## config.mk

```make
export PLATFORM = sky130hd
export DESIGN_NAME = uart_rx_line_fifo
export DESIGN_NICKNAME = d
export VERILOG_FILES = /design/src/rtl/uart_pkg.sv /design/src/rtl/line_fifo_mem.sv /design/src/rtl/uart_rx_line_fifo.sv
export SDC_FILE = /design/constraint.sdc
export NUM_CORES = 1
export LEC_CHECK = 0
export CORE_ASPECT_RATIO = 1.5
export CORE_MARGIN = 2
export CORE_UTILIZATION = 45
export CTS_CLUSTER_DIAMETER = 30
export DETAILED_ROUTE_END_ITERATION = 6
export PLACE_DENSITY_LB_ADDON = 0.15
export SLEW_MARGIN = 10
export SYNTH_ARGS = -nofsm -noshare
export SYNTH_HDL_FRONTEND = slang
export SYNTH_SLANG_ARGS = --single-unit
export TNS_END_PERCENT = 10
```

## constraint.sdc

```tcl
create_clock -name clk -period 3.35 [get_ports clk]
set_input_delay 0.67 -clock clk [delete_from_list [all_inputs] [get_ports clk]]
set_output_delay 0.67 -clock clk [all_outputs]
set_load 0.01 [all_outputs]
```

## src/rtl/uart_pkg.sv

```systemverilog
// Shared definitions for the UART receive line buffer.
//   ASCII_LF / ASCII_CR : line terminator and carriage return codes
//   line_state_e        : receive-side line FSM (ACCEPT, DISCARD)
package uart_pkg;

  localparam logic [7:0] ASCII_LF = 8'h0A;
  localparam logic [7:0] ASCII_CR = 8'h0D;

  typedef enum logic {
    ACCEPT  = 1'b0,
    DISCARD = 1'b1
  } line_state_e;

endpackage

```

## src/rtl/line_fifo_mem.sv

```systemverilog
// DEPTH x DATA_W simple dual-port RAM with a registered read port.
// Written to infer block RAM, so the array and read register have no reset.
// Ports:
//   clk          : clock
//   we/waddr/wdata : write port
//   re/raddr     : read request; rdata is updated the following cycle
//   rdata        : registered read data, holds its value when re=0
module line_fifo_mem #(
  parameter int DEPTH  = 16,
  parameter int ADDR_W = $clog2(DEPTH),
  parameter int DATA_W = 8
) (
  input  logic              clk,
  input  logic              we,
  input  logic [ADDR_W-1:0] waddr,
  input  logic [DATA_W-1:0] wdata,
  input  logic              re,
  input  logic [ADDR_W-1:0] raddr,
  output logic [DATA_W-1:0] rdata
);

  logic [DATA_W-1:0] mem_q [DEPTH];

  always_ff @(posedge clk) begin
    if (we) begin
      mem_q[waddr] <= wdata;
    end
    if (re) begin
      rdata <= mem_q[raddr];
    end
  end

endmodule

```

## src/rtl/uart_rx_line_fifo.sv

```systemverilog
// Line-oriented receive FIFO behind the UART receiver. Bytes are written
// speculatively and only become readable once their LF-terminated line is
// complete. A line that does not fit is dropped whole and flagged.
//
// Optional feature (define UART_LINE_CR_STRIP_EN): carriage returns (8'h0D)
// are discarded on input and never occupy the FIFO.
//
// Ports:
//   clk, reset   : clock, asynchronous active-high reset
//   in_byte      : byte from the UART receiver, qualified by in_valid
//   in_valid     : one-cycle byte strobe
//   rd_en        : pop request, ignored while rd_avail=0
//   rd_data      : popped byte, one cycle after an accepted rd_en
//   rd_valid     : one-cycle strobe qualifying rd_data
//   rd_avail     : at least one committed byte unread
//   line_count   : complete lines stored and not yet fully popped
//   overflow     : sticky flag, a line was dropped since the last clear
//   drop_count   : saturating dropped-line counter
//   clr_ovf      : clears overflow and drop_count (a coincident drop wins)
module uart_rx_line_fifo
  import uart_pkg::*;
#(
  parameter int DEPTH      = 16,
  parameter int ADDR_W     = $clog2(DEPTH),
  parameter int DROP_CNT_W = 8
) (
  input  logic                  clk,
  input  logic                  reset,
  input  logic [7:0]            in_byte,
  input  logic                  in_valid,
  input  logic                  rd_en,
  output logic [7:0]            rd_data,
  output logic                  rd_valid,
  output logic                  rd_avail,
  output logic [ADDR_W:0]       line_count,
  output logic                  overflow,
  output logic [DROP_CNT_W-1:0] drop_count,
  input  logic                  clr_ovf
);

  localparam logic [ADDR_W:0] DEPTH_L = (ADDR_W+1)'(DEPTH);

  function automatic logic [DROP_CNT_W-1:0] sat_inc(input logic [DROP_CNT_W-1:0] v);
    return (&v) ? v : v + 1'b1;
  endfunction

  // Pointers carry one extra wrap bit so full and empty are distinguishable.
  logic [ADDR_W:0]       wr_ptr_q, wr_ptr_d;
  logic [ADDR_W:0]       commit_ptr_q, commit_ptr_d;
  logic [ADDR_W:0]       rd_ptr_q, rd_ptr_d;
  line_state_e           state_q, state_d;
  logic [ADDR_W:0]       line_count_q, line_count_d;
  logic                  overflow_q, overflow_d;
  logic [DROP_CNT_W-1:0] drop_count_q, drop_count_d;
  logic                  vld_p1;
  logic                  rd_seen_q;

  logic                  full;
  logic                  is_lf;
  logic                  is_cr;
  logic                  mem_we;
  logic                  rd_accept;
  logic                  line_inc;
  logic                  line_dec;
  logic                  drop;
  logic [7:0]            mem_rdata;

  assign full  = (wr_ptr_q - rd_ptr_q) == DEPTH_L;
  assign is_lf = in_byte == ASCII_LF;
`ifdef UART_LINE_CR_STRIP_EN
  assign is_cr = in_byte == ASCII_CR;
`else
  assign is_cr = 1'b0;
`endif

  // ---- Write side: speculative write, commit on LF, whole-line drop ----
  always_comb begin
    state_d      = state_q;
    wr_ptr_d     = wr_ptr_q;
    commit_ptr_d = commit_ptr_q;
    mem_we       = 1'b0;
    line_inc     = 1'b0;
    drop         = 1'b0;
    if (in_valid && !is_cr) begin
      case (state_q)
        ACCEPT: begin
          if (!full) begin
            mem_we   = 1'b1;
            wr_ptr_d = wr_ptr_q + 1'b1;
            if (is_lf) begin
              commit_ptr_d = wr_ptr_q + 1'b1;
              line_inc     = 1'b1;
            end
          end else begin
            // Discard the partial line; an LF here means the line ended
            // exactly at the drop point, so nothing remains to skip.
            wr_ptr_d = commit_ptr_q;
            drop     = 1'b1;
            if (!is_lf) begin
              state_d = DISCARD;
            end
          end
        end
        DISCARD: begin
          if (is_lf) begin
            state_d = ACCEPT;
          end
        end
        default: state_d = ACCEPT;
      endcase
    end
  end

  // ---- Read side: pop request, RAM read registered as stage p1 ----
  assign rd_avail  = rd_ptr_q != commit_ptr_q;
  assign rd_accept = rd_en && rd_avail;
  assign rd_ptr_d  = rd_ptr_q + {{ADDR_W{1'b0}}, rd_accept};

  line_fifo_mem #(
    .DEPTH  (DEPTH),
    .ADDR_W (ADDR_W),
    .DATA_W (8)
  ) u_mem (
    .clk   (clk),
    .we    (mem_we),
    .waddr (wr_ptr_q[ADDR_W-1:0]),
    .wdata (in_byte),
    .re    (rd_accept),
    .raddr (rd_ptr_q[ADDR_W-1:0]),
    .rdata (mem_rdata)
  );

  // ---- Stage p1: popped byte visible, line bookkeeping ----
  // A line leaves the count when its LF appears on the RAM output.
  assign line_dec = vld_p1 && (mem_rdata == ASCII_LF);

  always_comb begin
    line_count_d = line_count_q;
    case ({line_inc, line_dec})
      2'b10:   line_count_d = line_count_q + 1'b1;
      2'b01:   line_count_d = line_count_q - 1'b1;
      default: line_count_d = line_count_q;
    endcase
  end

  always_comb begin
    overflow_d   = overflow_q;
    drop_count_d = drop_count_q;
    if (drop) begin
      overflow_d   = 1'b1;
      drop_count_d = clr_ovf ? {{(DROP_CNT_W-1){1'b0}}, 1'b1} : sat_inc(drop_count_q);
    end else if (clr_ovf) begin
      overflow_d   = 1'b0;
      drop_count_d = '0;
    end
  end

  always_ff @(posedge clk or posedge reset) begin
    if (reset) begin
      wr_ptr_q     <= '0;
      commit_ptr_q <= '0;
      rd_ptr_q     <= '0;
      state_q      <= ACCEPT;
      line_count_q <= '0;
      overflow_q   <= 1'b0;
      drop_count_q <= '0;
      vld_p1       <= 1'b0;
      rd_seen_q    <= 1'b0;
    end else begin
      wr_ptr_q     <= wr_ptr_d;
      commit_ptr_q <= commit_ptr_d;
      rd_ptr_q     <= rd_ptr_d;
      state_q      <= state_d;
      line_count_q <= line_count_d;
      overflow_q   <= overflow_d;
      drop_count_q <= drop_count_d;
      vld_p1       <= rd_accept;
      rd_seen_q    <= rd_seen_q | rd_accept;
    end
  end

  // The RAM read register has no reset; rd_seen_q masks it to zero from
  // reset until the first pop has loaded it.
  assign rd_data    = rd_seen_q ? mem_rdata : 8'h00;
  assign rd_valid   = vld_p1;
  assign line_count = line_count_q;
  assign overflow   = overflow_q;
  assign drop_count = drop_count_q;

endmodule
```

==> impl_metrics.ini, run 1 <==
[outcome]
status = finished, final reports clean

[route]
viasPerCell = 5.61
num_vias = 4036
first_pass_iters = 4
routedWlPerCell_um = 21.5
ant_nets = 0
drc = 0
wl_mm = 15.5
first_iter_violations = 251

[flow_run]
maxCapViolations = 0

[synth]
ys_top_cells_by_area = edfxtp_1, dfrtp_1, mux4_2
synth_top_area_share_pct = 56.5
synth-edff-count = 136
synth.avg_cell_area_um2 = 16.4
seq_area_frac_synth_pct = 67.6
yosysTopAreaCell = edfxtp_1
synth_seq_cells = 168
synth.distinct_cells = 50
synth.net_count = 470
yosys-top-cells-count = edfxtp_1, nand2_1, dfrtp_1, mux4_2, ha_1
yosysMostFrequentCell = edfxtp_1
synth_area_mm2 = 0.00722
ys.flop_type = edfxtp_1
ys_warn_count = 0
async_flop_share_pct = 19.0
synth_cells = 441

[sta]
worstMarginPinSlew_ns = 0.870
holdWs_ns = 0.471
rsz0062_at_grt = no
post-route-period-util_pct = 91.0
drv_slew = 0
post-route-min-period_ns = 3.05
finalHoldViolations = 0
setup_slack_ns = 0.303
maxSlewHeadroom_pct = 41.9
max_clock_freq_ghz = 0.328
skew_ns = 0.00786
finalSetupViolations = 0

[global_route]
overflow = 0
grt_usage_pct = 19.3
antenna_found_initial = 0
grt_pass1_vias = 4203
grt_max_degree = 35
grt_pass1_wl_mm = 23.9

[clock_tree]
clk_latency_ns = 0.42
clkSinkCount = 168
clock_path_buffers = 2
root_buffer = clkbuf_16
cts_made_buffers = 17
cts_setup_buffers = 0
cts_hold_buf = 0
htreeDepth = 4
cts_resized = 0
clk_pin_slew_ns = 0.07
cts_tree = built

[final_layout]
drive_gt1_share_pct = 20.9
syn_to_final_growth_pct = 18.6
nNetsFinal = 533
antenna_cells = 0
stdcell_area_mm2 = 0.00857

[pwr]
total_leakage_power_nw = 3.08
power_density_mw_per_mm2 = 801
peakVddDrop_mv = 0.414

[setup_path]
startpoint_type = register
endpoint_kind = output pin
critical_path_arrival_ns = 2.38
reg2reg_depth = 13
reg2reg_from = rd_ptr_q[3]
path_max_fanout = 34
r2r-end = line_count[3]
crit_end = rd_avail
required_ns = 2.68
r2r_slack_ns = 0.42
crit_type = reg -> out
startpoint = rd_ptr_q[0]

[die]
start_util_pct = 46.0
die_width_um = 107
die_h_um = 159
coreArea_mm2 = 0.0157
boundaryPins = 37
die_area_mm2 = 0.0171
num_rows = 56

[min_path]
hold_depth = 1
hold_class = reg -> reg

[placed_design]
dp_hpwl_mm = 10.5
pre_cts_ws_ns = -0.151
place_congestion = 0.753
io_buffer_count = 36
postPlaceCellArea_mm2 = 0.00798
## metrics by stage
| stage | utilization, % | power [mW] | cells | TNS (ns) |
|---|---|---|---|---|
| after floorplan | - | 4.24 | 441 | 0 |
| after global routing | 54.6 | 7.21 | 720 | 0 |
| after global placement | 50.8 | 5.00 | 688 | -0.246 |
| final | 54.6 | 6.86 | 720 | 0 |
| after CTS | 54.6 | 6.95 | 720 | 0 |
| after detailed placement | 50.8 | 5.03 | 688 | -0.279 |
## final cells by class
type                    instances  area [um^2]
multi-input cells             240         2210
fillers                      1266         7130
well taps                     203          254
clock inverters                14          160
flip-flops and latches        168         4890
clock buffers                  18          429
inverters                      10         37.5
repair buffers                 67          593
## layer usage
layer  vias to the layer above  wire length (um)  track usage (%)
met2                       104              8260             33.3
met4                         0               513             8.97
met5                         -                 0                0
met1                      2055              6180             22.8
met3                        26               543             4.30
li1                       1851                 -                -
## sequential cells by signal, summed over array words and instances, names as in the netlist, 5 cells and up
name and count:
drop_count 8, line_count 5, u_mem.mem_q 128, wr_ptr_q 5
rd_ptr_q 5, u_mem.rdata 8, commit_ptr_q 5
## logic make-up after synthesis
logic type      Yosys count  synth area share, %
compound gates           36                 3.33
xor+xnor                 18                 2.29
fa+ha+maj                16                 2.88
buf+inv                  33                 1.97
flops                   168                 67.6
mux                      44                 11.8
simple gates            126                 10.1
## report_power, final
| part | switching, mW | internal (mW) |
|---|---|---|
| Combinational | 1.26 | 1.00 |
| Clock | 0.859 | 1.06 |
| Sequential | 0.133 | 2.56 |
| Total | 2.25 | 4.62 |
## cell usage in the layout, fill, tap and decap left out, drive strengths merged, types with 7 or more instances in the layout
cell	count
buf	31
nand3	11
and2	10
ha	15
xor2	8
clkdlybuf4s50	36
xnor2	10
and3	9
a21oi	10
mux4	32
dfrtp	32
edfxtp	136
inv	15
and4b	8
clkbuf	18
nand2	39
nor2	10
a31oi	9
mux2	7
## worst min path at each step
| stage | end | slack (ns) | from |
|---|---|---|---|
| 2_1_floorplan | rd_ptr_q[1] | 0.48 | rd_ptr_q[1] |
| 3_3_place_gp | line_count[4] | 0.47 | line_count[4] |
| 3_5_place_dp | line_count[4] | 0.47 | line_count[4] |
| 4_1_cts | line_count[4] | 0.48 | line_count[4] |
| 5_1_grt | line_count[4] | 0.50 | line_count[4] |
| 6_report | line_count[4] | 0.47 | line_count[4] |
## critical path, stage by stage, from the launching register on
cell,delay [ns]
dfrtp_2,0.37
buf_4,0.55
xor2_1,0.14
nor3_1,0.23
nand3_1,0.13
clkdlybuf4s50_1,0.51
No activity file was read; power rests on OpenSTA's default activity.
==> run 2: changes to the inputs <==
--- a/config.mk
+++ b/config.mk
@@ -5,6 +5,7 @@
 export SDC_FILE = /design/constraint.sdc
 export NUM_CORES = 1
 export LEC_CHECK = 0
+export CAP_MARGIN = 5
 export CORE_ASPECT_RATIO = 1.5
 export CORE_MARGIN = 2
 export CORE_UTILIZATION = 45
==> results of run 2 <==
Same layout as run 1: the final DEF is identical, and so are final timing and power.
